`src/rtl/sd_cmd_resp_rx.sv`:
```
// SD CMD-line response receiver: waits for the card's start bit, shifts in a 48- or 136-bit
// response, checks CRC7 / end bit / index and presents RESP0..3 with sticky error flags.
module sd_cmd_resp_rx #(
   parameter int TIMEOUT_CYCLES = 64
) (
   input  logic        clk,
   input  logic        ex_reset,
   input  logic        start,
   input  logic [1:0]  resp_type,
   input  logic        crc_chk_en,
   input  logic        idx_chk_en,
   input  logic [5:0]  cmd_index,
   input  logic        sd_cmd_in,
   output logic        busy,
   output logic        done,
   output logic        resp_en,
   output logic [31:0] resp0_out,
   output logic [31:0] resp1_out,
   output logic [31:0] resp2_out,
   output logic [31:0] resp3_out,
   output logic        timeout_err,
   output logic        crc_err,
   output logic        end_bit_err,
   output logic        idx_err
);

   localparam int TW = $clog2(TIMEOUT_CYCLES + 1);

   typedef enum logic [1:0] {IDLE, WAIT_START, RECV, EVAL} state_t;

   state_t            state_reg, state_next;
   logic [TW-1:0]     timer_reg, timer_next;
   logic [7:0]        count_reg, count_next;
   logic [127:0]      shift_reg, shift_next;
   logic [6:0]        crc_reg, crc_next;
   logic              long_reg, long_next;
   logic              crc_en_reg, crc_en_next;
   logic              idx_en_reg, idx_en_next;
   logic [5:0]        index_reg, index_next;
   logic              busy_reg, busy_next;
   logic              done_reg, done_next;
   logic              resp_en_reg, resp_en_next;
   logic [3:0][31:0]  resp_reg, resp_next;
   logic [3:0]        err_reg, err_next;   // {timeout, crc, end_bit, idx}

   logic [7:0]        bit_num;
   logic [7:0]        frame_len;
   logic              crc_cover;

   function automatic logic [6:0] crc7_step(input logic [6:0] c, input logic b);
      logic fb;
      fb = b ^ c[6];
      return {c[5:0], 1'b0} ^ (fb ? 7'h09 : 7'h00);
   endfunction

   // bit_num is the 1-based position of the bit being sampled; bit k lands in R[L-k].
   // The CRC is accumulated on the fly over R[47:8] or R[127:8].
   assign frame_len = long_reg ? 8'd136 : 8'd48;
   assign bit_num   = count_reg + 8'd1;
   assign crc_cover = long_reg ? ((bit_num >= 8'd9) && (bit_num <= 8'd128)) : (bit_num <= 8'd40);

   always_ff @(posedge clk or negedge ex_reset) begin
      if (!ex_reset) state_reg <= IDLE;
      else           state_reg <= state_next;
   end

   always_ff @(posedge clk or negedge ex_reset) begin
      if (!ex_reset) begin
         timer_reg   <= '0;
         count_reg   <= '0;
         shift_reg   <= '0;
         crc_reg     <= '0;
         long_reg    <= 1'b0;
         crc_en_reg  <= 1'b0;
         idx_en_reg  <= 1'b0;
         index_reg   <= '0;
         busy_reg    <= 1'b0;
         done_reg    <= 1'b0;
         resp_en_reg <= 1'b0;
         resp_reg    <= '0;
         err_reg     <= '0;
      end else begin
         timer_reg   <= timer_next;
         count_reg   <= count_next;
         shift_reg   <= shift_next;
         crc_reg     <= crc_next;
         long_reg    <= long_next;
         crc_en_reg  <= crc_en_next;
         idx_en_reg  <= idx_en_next;
         index_reg   <= index_next;
         busy_reg    <= busy_next;
         done_reg    <= done_next;
         resp_en_reg <= resp_en_next;
         resp_reg    <= resp_next;
         err_reg     <= err_next;
      end
   end

   always_comb begin
      state_next   = state_reg;
      timer_next   = timer_reg;
      count_next   = count_reg;
      shift_next   = shift_reg;
      crc_next     = crc_reg;
      long_next    = long_reg;
      crc_en_next  = crc_en_reg;
      idx_en_next  = idx_en_reg;
      index_next   = index_reg;
      busy_next    = busy_reg;
      done_next    = 1'b0;
      resp_en_next = 1'b0;
      resp_next    = resp_reg;
      err_next     = err_reg;

      case (state_reg)
         IDLE: begin
            if (start) begin
               if (resp_type != 2'b00) begin
                  state_next  = WAIT_START;
                  err_next    = '0;
                  timer_next  = '0;
                  busy_next   = 1'b1;
                  long_next   = (resp_type == 2'b01);
                  crc_en_next = crc_chk_en;
                  idx_en_next = idx_chk_en;
                  index_next  = cmd_index;
               end else begin
                  done_next = 1'b1;
               end
            end
         end
         WAIT_START: begin
            if (!sd_cmd_in) begin
               state_next = RECV;
               count_next = 8'd1;
               shift_next = {shift_reg[126:0], 1'b0};
               crc_next   = '0;
            end else if (timer_reg == TW'(TIMEOUT_CYCLES - 1)) begin
               state_next  = IDLE;
               err_next[3] = 1'b1;
               done_next   = 1'b1;
               busy_next   = 1'b0;
            end else begin
               timer_next = timer_reg + TW'(1);
            end
         end
         RECV: begin
            shift_next = {shift_reg[126:0], sd_cmd_in};
            count_next = bit_num;
            if (crc_cover) crc_next = crc7_step(crc_reg, sd_cmd_in);
            if (bit_num == frame_len) state_next = EVAL;
         end
         EVAL: begin
            // Registers load even on error; the flags tell software whether to trust them.
            state_next   = IDLE;
            done_next    = 1'b1;
            resp_en_next = 1'b1;
            busy_next    = 1'b0;
            err_next[2]  = crc_en_reg & (crc_reg != shift_reg[7:1]);
            err_next[1]  = ~shift_reg[0];
            err_next[0]  = idx_en_reg & ~long_reg & (shift_reg[45:40] != index_reg);
            resp_next[0] = shift_reg[39:8];
            resp_next[1] = long_reg ? shift_reg[71:40]  : 32'h0;
            resp_next[2] = long_reg ? shift_reg[103:72] : 32'h0;
            resp_next[3] = long_reg ? {8'h00, shift_reg[127:104]} : 32'h0;
         end
         default: state_next = IDLE;
      endcase
   end

   assign busy        = busy_reg;
   assign done        = done_reg;
   assign resp_en     = resp_en_reg;
   assign resp0_out   = resp_reg[0];
   assign resp1_out   = resp_reg[1];
   assign resp2_out   = resp_reg[2];
   assign resp3_out   = resp_reg[3];
   assign timeout_err = err_reg[3];
   assign crc_err     = err_reg[2];
   assign end_bit_err = err_reg[1];
   assign idx_err     = err_reg[0];

endmodule

```
`config.mk`:
```
export PLATFORM = sky130hd
export DESIGN_NAME = sd_cmd_resp_rx
export DESIGN_NICKNAME = d
export VERILOG_FILES = /design/src/rtl/sd_cmd_resp_rx.sv
export SDC_FILE = /design/constraint.sdc
export NUM_CORES = 1
export LEC_CHECK = 0
export ABC_AREA = 0
export BUFFER_PORTS_ARGS = -buffer_cell sky130_fd_sc_hd__buf_2
export CORE_UTILIZATION = 42
export CTS_BUF_LIST = sky130_fd_sc_hd__clkbuf_16
export CTS_CLUSTER_SIZE = 28
export DETAILED_ROUTE_END_ITERATION = 8
export HOLD_SLACK_MARGIN = 0.08
export MAX_ROUTING_LAYER = met4
export SLEW_MARGIN = 20
export SYNTH_ARGS = -nofsm -noshare
export SYNTH_HDL_FRONTEND = slang
export SYNTH_SLANG_ARGS = --single-unit
```
`constraint.sdc`:
```
create_clock -name clk -period 2.4 [get_ports clk]
set_input_delay 0.12 -clock clk [delete_from_list [all_inputs] [get_ports clk]]
set_output_delay 0.12 -clock clk [all_outputs]
set_load 0.01 [all_outputs]
```
==> results.yml <==
clock_network:
  numCtsBuffers: 31
  cts_num_sinks: 288
  cts_root_buf: "clkbuf_16"
  insertion_delay_ns: 0.55
  cts.clk_slew.worst_paths_ns: 0.06
  cts_buffer_depth: 3
  cts_tree: "done"
  h-tree-depth: 1
global_route:
  grt_use_total_pct: 19.6
  grt_pass1_wl_mm: 44.7
  grt_pass1_vias: 8826
  antenna_found_initial: 0
  grt_max_degree: 127
  grt_overflow: 0
worst_setup_path:
  cp_data_required_time_ns: 2.86
  path_max_fanout: 9
  rrSetupSlack_ns: 0.14
  startpoint_type: "register"
  endpoint_kind: "register"
  critical_path_arrival_ns: 2.72
  crit_type: "reg2reg"
routing:
  wl_mm: 26.6
  antenna_left: 0
  first_pass_iters: 4
  viasPerCell: 4.87
  vias: 9053
  drt-initial-drc-count: 617
  drc: 0
  wire_per_inst_um: 14.3
die:
  coreArea_mm2: 0.0273
  row_count: 60
  die-height_um: 170
  dieArea_mm2: 0.0287
  initial_core_util_pct: 43.3
  die_x_um: 170
  io_pins: 149
timing:
  tightest_slew_ns: 0.687
  clock_skew_ns: 0.00522
  fmax_mhz: 443
  fin_crit_sh_pct: 94.1
  hold_viol: 0
  whs_ns: 0.102
  layout_setup_ws_ns: 0.141
  finalCriticalPeriod_ns: 2.26
  slew_headroom_pct: 54.2
  setup_tns_ns: 0
  rsz0062_at_grt: "no"
  finalMaxSlewViolations: 0
  setup_violations: 0
place:
  port_buffers: 140
  dpl_worst_slack_ns: 0.00348
  dpl_cell_area_mm2: 0.0129
  dp_cells: 1790
  dp_hpwl_mm: 16.4
  routabilityCongestion: 0.813
cells_and_area:
  diodes: 0
  nFillCells: 2567
  multi_input_area_mm2: 0.00425
  final_design_area_no_fill_mm2: 0.0140
  postLayoutCoreUtil_pct: 51.4
  nNetsFinal: 1485
  drive_above_1_share_pct: 15.3
  syn_to_final_growth_pct: 18.8
  regArea_mm2: 0.00721
  largest_reg_flops: 128
  final_cells: 1858
power_and_ir_drop:
  power_density_mw_per_mm2: 941
  p_leak_nw: 8.01
  ir_worst_vdd_v: 0.000512
  finalPower_mw: 13.2
flow_run:
  cap_violations: 0
synth:
  synth_top_area_share_pct: 61.1
  synth.avg_cell_area_um2: 8.85
  yosys-top-cells-area: "dfrtp_1 61%, nand2_1 22%, nand3_1 4.1%"
  netlist_instances: 1332
  yosysSeqAreaShare_pct: 61.1
  synth_edf_count: 0
  ys_warn_count: 0
  ys.flop_type: "dfrtp_1"
  synth_area_mm2: 0.0118
  async_flop_share_pct: 100
  synth_top_cell_by_area: "dfrtp_1"
  ys_types: 55
  ys_seq_elements: 288
status:
  status: "complete, no violations"
hold_path:
  hold_path_class: "in2reg"
## final timing paths
kind	depth (start not counted)	start	to
min in group asynchronous	2	ex_reset	resp0_out[9]
hold / removal	5	resp_type[0]	index_reg[5]
hold reg to reg	2	resp2_out[22]	resp2_out[22]
setup / recovery	7	count_reg[1]	crc_reg[2]
max in group asynchronous	3	ex_reset	resp2_out[23]
setup reg to reg	7	count_reg[1]	crc_reg[2]
## cell families (layout without fill, tap and decap cells)
group / after synthesis / after routing / synth area share [%]
xor+xnor: 26 / 26 / 1.93
flops: 288 / 288 / 61.1
fa+ha+maj: 4 / 4 / 0.425
other cells: 1 / 8 / 0.0318
mux: 1 / 1 / 0.0955
simple gates: 852 / 853 / 29.2
buf+inv: 96 / 242 / 3.44
compound gates: 64 / 64 / 3.80
## layout make-up
cell class / count / share of cell area, %
Clock inverter: 21 / 0.804
Multi-Input combinational cell: 956 / 30.3
Sequential cell: 288 / 51.5
Tap cell: 372 / 3.32
Timing Repair Buffer: 181 / 8.24
Clock buffer: 31 / 5.54
Inverter: 9 / 0.277
## placed cells by master, fill, tap and decap left out, types with 2 or more instances in the layout
cell             n
nand4_1          9
a22o_1           4
buf_4           19
nand2b_1         3
inv_4            2
ha_1             3
nand2_1        705
clkinv_2         2
buf_12           8
nor3b_1          2
dfrtp_1        285
o21ai_0         16
buf_2          139
dfrtp_2          2
nor3_1           2
and2_1           2
nand3_1         98
o21a_4           2
clkinv_1         8
o22ai_1          9
inv_1           16
a21oi_1         13
dlygate4sd3_1   14
nor2b_1          3
a31o_2           3
and3_1           2
xnor2_1         14
clkbuf_16       31
o211ai_2         2
nor2_1          15
xor2_1          12
conb_1           8
## what timing repair did
item,in CTS,in global routing
hold endpoints to repair,301,0
hold buffers,14,0
buffers inserted,0,1
cloned,0,1
gates resized for setup,1,5
setup endpoints to repair,2,7
pin swaps,0,2
## power by group
part	internal, mW	switching [mW]
clock network	2.41	1.82
logic	0.943	2.23
registers	5.28	0.492
total	8.63	4.54
## synthesized netlist by cell type, types with 2 or more instances
| cell | instances |
|---|---|
| nor2_1 | 15 |
| dfrtp_1 | 288 |
| a22o_1 | 4 |
| nand4_1 | 9 |
| a21oi_1 | 13 |
| xor2_1 | 12 |
| inv_1 | 9 |
| o22ai_1 | 9 |
| nand2b_1 | 3 |
| buf_1 | 7 |
| nor2b_1 | 3 |
| ha_1 | 4 |
| buf_4 | 8 |
| nand3_1 | 97 |
| clkbuf_1 | 65 |
| and2_1 | 2 |
| o21ai_0 | 16 |
| a31o_2 | 3 |
| nor3_1 | 2 |
| nand2_1 | 706 |
| xnor2_1 | 14 |
| buf_2 | 6 |
| and3_1 | 3 |
| nor3b_1 | 2 |
| o211ai_2 | 2 |
## critical path, cell delays in order (launching register included)
cell and delay (ns):
dfrtp_2 0.46, ha_1 0.25, or3b_1 0.17, a21oi_1 0.05, or4_1 0.52, a41o_1 0.29
o21a_4 0.27, o211ai_2 0.17
## routing by layer
| metal | vias to the layer above | track usage (%) | part of all wire [%] |
|---|---|---|---|
| met2 | 189 | 31.6 | 47 |
| met5 | - | - | 0 |
| met1 | 4363 | 26.3 | 47 |
| li1 | 4458 | - | - |
| met4 | 0 | 4.82 | 1.7 |
| met3 | 43 | 2.78 | 4.1 |
No activity file was read; power rests on OpenSTA's default activity.
